<file path="config.mk">
export PLATFORM = sky130hd
export DESIGN_NAME = uart_tx_arbiter_flat
export DESIGN_NICKNAME = d
export VERILOG_FILES = /design/src/rtl/uart_tx_arbiter_if.sv /design/src/rtl/uart_tx_arbiter.sv /design/src/flat_wrapper.sv
export SDC_FILE = /design/constraint.sdc
export NUM_CORES = 1
export LEC_CHECK = 0
export CAP_MARGIN = 20
export CELL_PAD_IN_SITES_DETAIL_PLACEMENT = 0
export CELL_PAD_IN_SITES_GLOBAL_PLACEMENT = 1
export CORE_MARGIN = 1
export CORE_UTILIZATION = 35
export CTS_CLUSTER_DIAMETER = 80
export DETAILED_ROUTE_END_ITERATION = 8
export DONT_BUFFER_PORTS = 1
export GPL_ROUTABILITY_DRIVEN = 0
export HOLD_SLACK_MARGIN = 0.1
export PLACE_DENSITY = 0.68
export SYNTH_ARGS = -nofsm -noshare
export SYNTH_HDL_FRONTEND = slang
export SYNTH_SLANG_ARGS = --single-unit
</file>
<file path="constraint.sdc">
create_clock -name wb_clk_i -period 4.94 [get_ports wb_clk_i]
set_clock_uncertainty 0.2 [all_clocks]
set_input_delay 0.494 -clock wb_clk_i [delete_from_list [all_inputs] [get_ports wb_clk_i]]
set_output_delay 0.494 -clock wb_clk_i [all_outputs]
set_load 0.01 [all_outputs]
</file>
<file path="src/rtl/uart_tx_arbiter_if.sv">
// Handshake bundle between NREQ byte requesters, the arbiter and one UART transmitter.
// The arbiter uses the slave view; the requester/transmitter side uses the master view.
interface uart_tx_arbiter_if #(
    parameter int NREQ = 4
);
    logic [NREQ-1:0]   req_valid_i;
    logic [NREQ*8-1:0] req_data_i;
    logic [NREQ-1:0]   req_last_i;
    logic [NREQ-1:0]   req_ready_o;
    logic              tx_valid_o;
    logic [7:0]        tx_data_o;
    logic              tx_ready_i;
    logic [NREQ-1:0]   grant_o;
    logic              abort_o;

    modport slave (
        input  req_valid_i, req_data_i, req_last_i, tx_ready_i,
        output req_ready_o, tx_valid_o, tx_data_o, grant_o, abort_o
    );

    modport master (
        output req_valid_i, req_data_i, req_last_i, tx_ready_i,
        input  req_ready_o, tx_valid_o, tx_data_o, grant_o, abort_o
    );
endinterface

</file>
<file path="src/rtl/uart_tx_arbiter.sv">
// Round-robin frame arbiter: one requester at a time owns the UART byte stream until it
// sends a last byte, exceeds MAX_FRAME bytes, or stays silent for TIMEOUT cycles.
module uart_tx_arbiter #(
    parameter int NREQ      = 4,
    parameter int TIMEOUT   = 16,
    parameter int MAX_FRAME = 32
) (
    input  logic               wb_clk_i,
    input  logic               wb_rst_i,
    uart_tx_arbiter_if.slave   bus
);

    localparam int         IW        = $clog2(NREQ);
    localparam logic [7:0] TIMEOUT_B = 8'(TIMEOUT);
    localparam logic [7:0] MAX_B     = 8'(MAX_FRAME);

    typedef enum logic {
        IDLE   = 1'b0,
        ACTIVE = 1'b1
    } state_t;

    state_t          state_q;
    logic [IW-1:0]   owner_q;
    logic [IW-1:0]   last_grant_q;
    logic [NREQ-1:0] grant_q;
    logic [7:0]      byte_cnt_q;
    logic [7:0]      idle_cnt_q;

    logic [7:0]      byte_cnt_d;
    logic [7:0]      idle_cnt_d;
    logic [7:0]      req_byte [NREQ];
    logic            active;
    logic            own_valid;
    logic            own_last;
    logic            xfer;
    logic            hit_max;
    logic            hit_timeout;
    logic            release_now;
    logic            sel_found;
    logic [IW-1:0]   sel_idx;
    int              cand;

    assign active    = (state_q == ACTIVE);
    assign own_valid = bus.req_valid_i[owner_q];
    assign own_last  = bus.req_last_i[owner_q];
    assign xfer      = active && own_valid && bus.tx_ready_i;

    genvar gi;
    generate
        for (gi = 0; gi < NREQ; gi++) begin : g_req
            assign req_byte[gi]        = bus.req_data_i[8*gi +: 8];
            assign bus.req_ready_o[gi] = active && (owner_q == IW'(gi)) && bus.tx_ready_i;
        end
    endgenerate

    always_comb begin
        byte_cnt_d = byte_cnt_q + 8'd1;
        idle_cnt_d = own_valid ? 8'd0 : (idle_cnt_q + 8'd1);
    end

    // A last byte always wins over the frame-length limit, so the release stays clean.
    assign hit_max     = xfer && !own_last && (byte_cnt_d == MAX_B);
    assign hit_timeout = active && !own_valid && (idle_cnt_d == TIMEOUT_B);
    assign release_now = (xfer && own_last) || hit_max || hit_timeout;

    // Search starts just after the previous owner so every requester gets a turn.
    always_comb begin
        sel_found = 1'b0;
        sel_idx   = '0;
        cand      = 0;
        for (int k = 1; k <= NREQ; k++) begin
            cand = (int'(last_grant_q) + k) % NREQ;
            if (!sel_found && bus.req_valid_i[IW'(cand)]) begin
                sel_found = 1'b1;
                sel_idx   = IW'(cand);
            end
        end
    end

    always_ff @(posedge wb_clk_i or posedge wb_rst_i) begin
        if (wb_rst_i) begin
            state_q      <= IDLE;
            owner_q      <= '0;
            last_grant_q <= IW'(NREQ - 1);
            grant_q      <= '0;
            byte_cnt_q   <= 8'd0;
            idle_cnt_q   <= 8'd0;
        end else begin
            case (state_q)
                IDLE: begin
                    if (sel_found) begin
                        state_q    <= ACTIVE;
                        owner_q    <= sel_idx;
                        grant_q    <= {{(NREQ-1){1'b0}}, 1'b1} << sel_idx;
                        byte_cnt_q <= 8'd0;
                        idle_cnt_q <= 8'd0;
                    end
                end
                ACTIVE: begin
                    if (xfer) begin
                        byte_cnt_q <= byte_cnt_d;
                    end
                    idle_cnt_q <= idle_cnt_d;
                    if (release_now) begin
                        state_q      <= IDLE;
                        grant_q      <= '0;
                        last_grant_q <= owner_q;
                    end
                end
                default: begin
                    state_q <= IDLE;
                    grant_q <= '0;
                end
            endcase
        end
    end

    assign bus.grant_o    = grant_q;
    assign bus.abort_o    = hit_max || hit_timeout;
    assign bus.tx_valid_o = active && own_valid;
    assign bus.tx_data_o  = (active && own_valid) ? req_byte[owner_q] : 8'h00;

endmodule

</file>
<file path="src/flat_wrapper.sv">
// flat-port wrapper written by rule: the top's interface ports become plain ports
module uart_tx_arbiter_flat 
#(
    parameter int NREQ      = 4,
    parameter int TIMEOUT   = 16,
    parameter int MAX_FRAME = 32
)
  (wb_clk_i, wb_rst_i, bus_req_valid_i, bus_req_data_i, bus_req_last_i, bus_tx_ready_i, bus_req_ready_o, bus_tx_valid_o, bus_tx_data_o, bus_grant_o, bus_abort_o);
  uart_tx_arbiter_if #(.NREQ(NREQ)) bus_i ();
  input  logic wb_clk_i;
  input  logic wb_rst_i;
  input wire logic [$bits(bus_i.req_valid_i)-1:0] bus_req_valid_i;
  input wire logic [$bits(bus_i.req_data_i)-1:0] bus_req_data_i;
  input wire logic [$bits(bus_i.req_last_i)-1:0] bus_req_last_i;
  input wire logic [$bits(bus_i.tx_ready_i)-1:0] bus_tx_ready_i;
  output wire logic [$bits(bus_i.req_ready_o)-1:0] bus_req_ready_o;
  output wire logic [$bits(bus_i.tx_valid_o)-1:0] bus_tx_valid_o;
  output wire logic [$bits(bus_i.tx_data_o)-1:0] bus_tx_data_o;
  output wire logic [$bits(bus_i.grant_o)-1:0] bus_grant_o;
  output wire logic [$bits(bus_i.abort_o)-1:0] bus_abort_o;
  assign bus_i.req_valid_i = bus_req_valid_i;
  assign bus_i.req_data_i = bus_req_data_i;
  assign bus_i.req_last_i = bus_req_last_i;
  assign bus_i.tx_ready_i = bus_tx_ready_i;
  assign bus_req_ready_o = bus_i.req_ready_o;
  assign bus_tx_valid_o = bus_i.tx_valid_o;
  assign bus_tx_data_o = bus_i.tx_data_o;
  assign bus_grant_o = bus_i.grant_o;
  assign bus_abort_o = bus_i.abort_o;
  uart_tx_arbiter #(.NREQ(NREQ), .TIMEOUT(TIMEOUT), .MAX_FRAME(MAX_FRAME)) u_core (.wb_clk_i(wb_clk_i), .wb_rst_i(wb_rst_i), .bus(bus_i));
endmodule
</file>
==> flow_metrics.env <==
export IMPL_syn2layout_area_growth_pct=4.82
export IMPL_fin_ws_ns=1.49
export IMPL_drt_first_pass_iters=4
export IMPL_cts_resized_gates=0
export IMPL_synthArstFlopShare_pct=100
export IMPL_cts_tree="built"
export IMPL_synth_common_cells="o21ai_0 (25), dfrtp_1 (23), nor2_1 (15)"
export IMPL_initial_core_util_pct=36.3
export IMPL_cellPowerDensity_nw_per_um2=477
export IMPL_ir_worst_vdd_uv=164
export IMPL_drc_errors=0
export IMPL_fillers=516
export IMPL_rsz0062_at_grt="no"
export IMPL_fmax_mhz=290
export IMPL_wl_per_cell_um=17.0
export IMPL_layout_drive_gt1_share_pct=13.7
export IMPL_grt_max_degree=26
export IMPL_finalHoldViolCount=0
export IMPL_cp_required_ns=4.25
export IMPL_ys_seq_elements=25
export IMPL_drtIter0Drc=76
export IMPL_cts_root_buf="clkbuf_8"
export IMPL_yosys_area_top_type="dfrtp_1"
export IMPL_netlist_top_cells_area="dfrtp_1 (31%), mux4_2 (9.8%), o21ai_0 (6.8%)"
export IMPL_wl_met3_um=305
export IMPL_slew_viol_final=0
export IMPL_cts_sinks=25
export IMPL_synth_edff_count=0
export IMPL_insertedDiodeCount=0
export IMPL_period_minus_slack_ns=3.45
export IMPL_p_leak_nw=0.774
export IMPL_die_h_um=74.6
export IMPL_track_usage_pct=16.7
export IMPL_syn_cell_area_um2=1840
export IMPL_place_ws_ns=1.77
export IMPL_h_tree_depth=1
export IMPL_seq_area_frac_synth_pct=34.1
export IMPL_yosysTopAreaCellShare_pct=31.2
export IMPL_rows=26
export IMPL_crit_arrival_ns=2.75
export IMPL_die_area_um2=5560
export IMPL_clockBufferDepth=2
export IMPL_post_cts_setup_buffers=0
export IMPL_yosysWarnings=0
export IMPL_max_slew_margin_pct=33.6
export IMPL_cts_hold_buf=0
export IMPL_io_buffer_count=0
export IMPL_synth_avg_cell_area_um2=9.41
export IMPL_synthCells=196
export IMPL_grt_pass1_wl_um=7050
export IMPL_critPathKind="flop to output pin"
export IMPL_worstSkewPairLatency_ns=0.27
export IMPL_finalNetCount=236
export IMPL_vias=1528
export IMPL_outcome="finished clean"
export IMPL_routed_top_layer="met4"
export IMPL_overflow=0
export IMPL_drt_wl_total_um=4420
export IMPL_die_width_um=74.6
export IMPL_fin_setup_tns_ns=0
export IMPL_wl_met2_um=2160
export IMPL_maxCapViolCount=0
export IMPL_syn_num_nets=241
export IMPL_critPathLaunchType="flop"
export IMPL_core_um2=5070
export IMPL_holdCritPathClass="input port to asynchronous set/reset pin"
export IMPL_worst_pin_slew_ns=0.996
export IMPL_worstSetupEndpointType="output pin"
export IMPL_antenna_left=0
export IMPL_antenna_found_initial=0
export IMPL_vias_per_cell=5.88
export IMPL_synth_main_ff_cell="dfrtp_1"
export IMPL_numCtsBuffers=3
export IMPL_io_pins=61
export IMPL_m1WireLength_um=1850
export IMPL_synth_distinct_cells=47
export IMPL_dpl_hpwl_um=3330
export IMPL_post_route_period_util_pct=69.8
export IMPL_setup_viol=0
export IMPL_synth_most_common_cell="o21ai_0"
export IMPL_critical_path_max_fanout=17
export IMPL_clkSlewWorstSetupHoldPaths_ns=0.09
export IMPL_grt_pass1_vias=1480
-- cell usage in the layout, fill, tap and decap left out, types with 2 or more instances in the layout --
cell type	Yosys	layout
nor2_1	15	15
xor2_1	3	3
a21oi_1	3	3
dfstp_2	2	2
a211oi_1	2	2
inv_1	9	9
nor4_4	2	2
mux4_2	8	8
xnor2_1	2	2
mux2i_1	4	4
or2_2	3	3
o21ai_0	25	25
nor3_1	7	7
nand2b_1	3	3
nor2b_1	7	7
a31oi_1	2	2
and3_1	11	11
mux4_1	2	2
clkbuf_8	0	3
nand2_1	13	13
ha_1	2	2
mux2_2	3	3
nand3_1	9	9
nand4_1	3	3
o31ai_1	4	4
dfrtp_1	23	23
-- metal layers --
| metal | GRT usage, % | vias up |
|---|---|---|
| li1 | - | 716 |
| met1 | 19.7 | 752 |
| met2 | 29.4 | 51 |
| met3 | 4.07 | 9 |
| met4 | 6.08 | 0 |
| met5 | 0 | - |
-- registers in the layout, indices dropped and copies added, names as in the netlist --
name,flops
u_core.owner_q,2
u_core.idle_cnt_q,8
u_core.last_grant_q,2
u_core.active,1
u_core.byte_cnt_q,8
u_core.bus.grant_o,4
-- area by class of cell --
| type | instances | area, um^2 | share of cell area (%) |
|---|---|---|---|
| Multi-Input combinational cell | 151 | 1130 | 58.5 |
| Sequential cell | 25 | 628 | 32.5 |
| Tap cell | 70 | 87.6 | 4.53 |
| Clock buffer | 4 | 45.0 | 2.33 |
| Inverter | 9 | 33.8 | 1.75 |
| Timing Repair Buffer | 1 | 7.51 | 0.388 |
-- where the power goes --
group / switching [mW] / total (mW) / internal [mW]
Clock: 0.0648 / 0.123 / 0.0577
Combinational: 0.212 / 0.416 / 0.204
Sequential: 0.123 / 0.385 / 0.262
-- worst paths after layout --
check | to | cells after the start | from | slack (ns)
setup / recovery | bus_abort_o | 5 | u_core.owner_q[0] | 1.49
hold / removal | u_core.byte_cnt_q[6] | 1 | wb_rst_i | 0.14
setup reg to reg | u_core.bus.grant_o[0] | 6 | u_core.owner_q[0] | 1.80
hold reg to reg | u_core.idle_cnt_q[4] | 1 | u_core.idle_cnt_q[4] | 0.31
max in group asynchronous | u_core.bus.grant_o[3] | 1 | wb_rst_i | 3.79
min in group wb_clk_i | u_core.byte_cnt_q[4] | 2 | bus_tx_ready_i | 0.20
-- through the flow --
stage / util [%] / cells / hold slack, ns / cell area (um^2) / power (mW)
after floorplan: - / 196 / 0.273 / 1840 / 0.732
after global placement: 37.2 / 256 / 0.294 / 1890 / 0.791
after detailed placement: 37.2 / 256 / 0.302 / 1890 / 0.809
after CTS: 38.1 / 260 / 0.172 / 1930 / 0.934
after global routing: 38.1 / 260 / 0.197 / 1930 / 1.00
final: 38.1 / 260 / 0.135 / 1930 / 0.923
-- critical path, stage by stage (launching register included) --
cell	delay [ns]
dfrtp_1	0.83
mux4_2	0.71
nand3_2	0.30
nor3_2	0.09
and4_4	0.20
or2_2	0.35
-- logic make-up (layout without fill, tap and decap cells) --
kind of cell,after synthesis,in the layout,share of synthesized area [%]
compound gates,44,44,14.5
fa+ha+maj,2,2,1.36
xor+xnor,5,5,2.37
flops,25,25,34.1
buf+inv,20,14,4.61
mux,18,18,17.4
simple gates,82,82,25.7
Power figures use the tool's default switching activity.
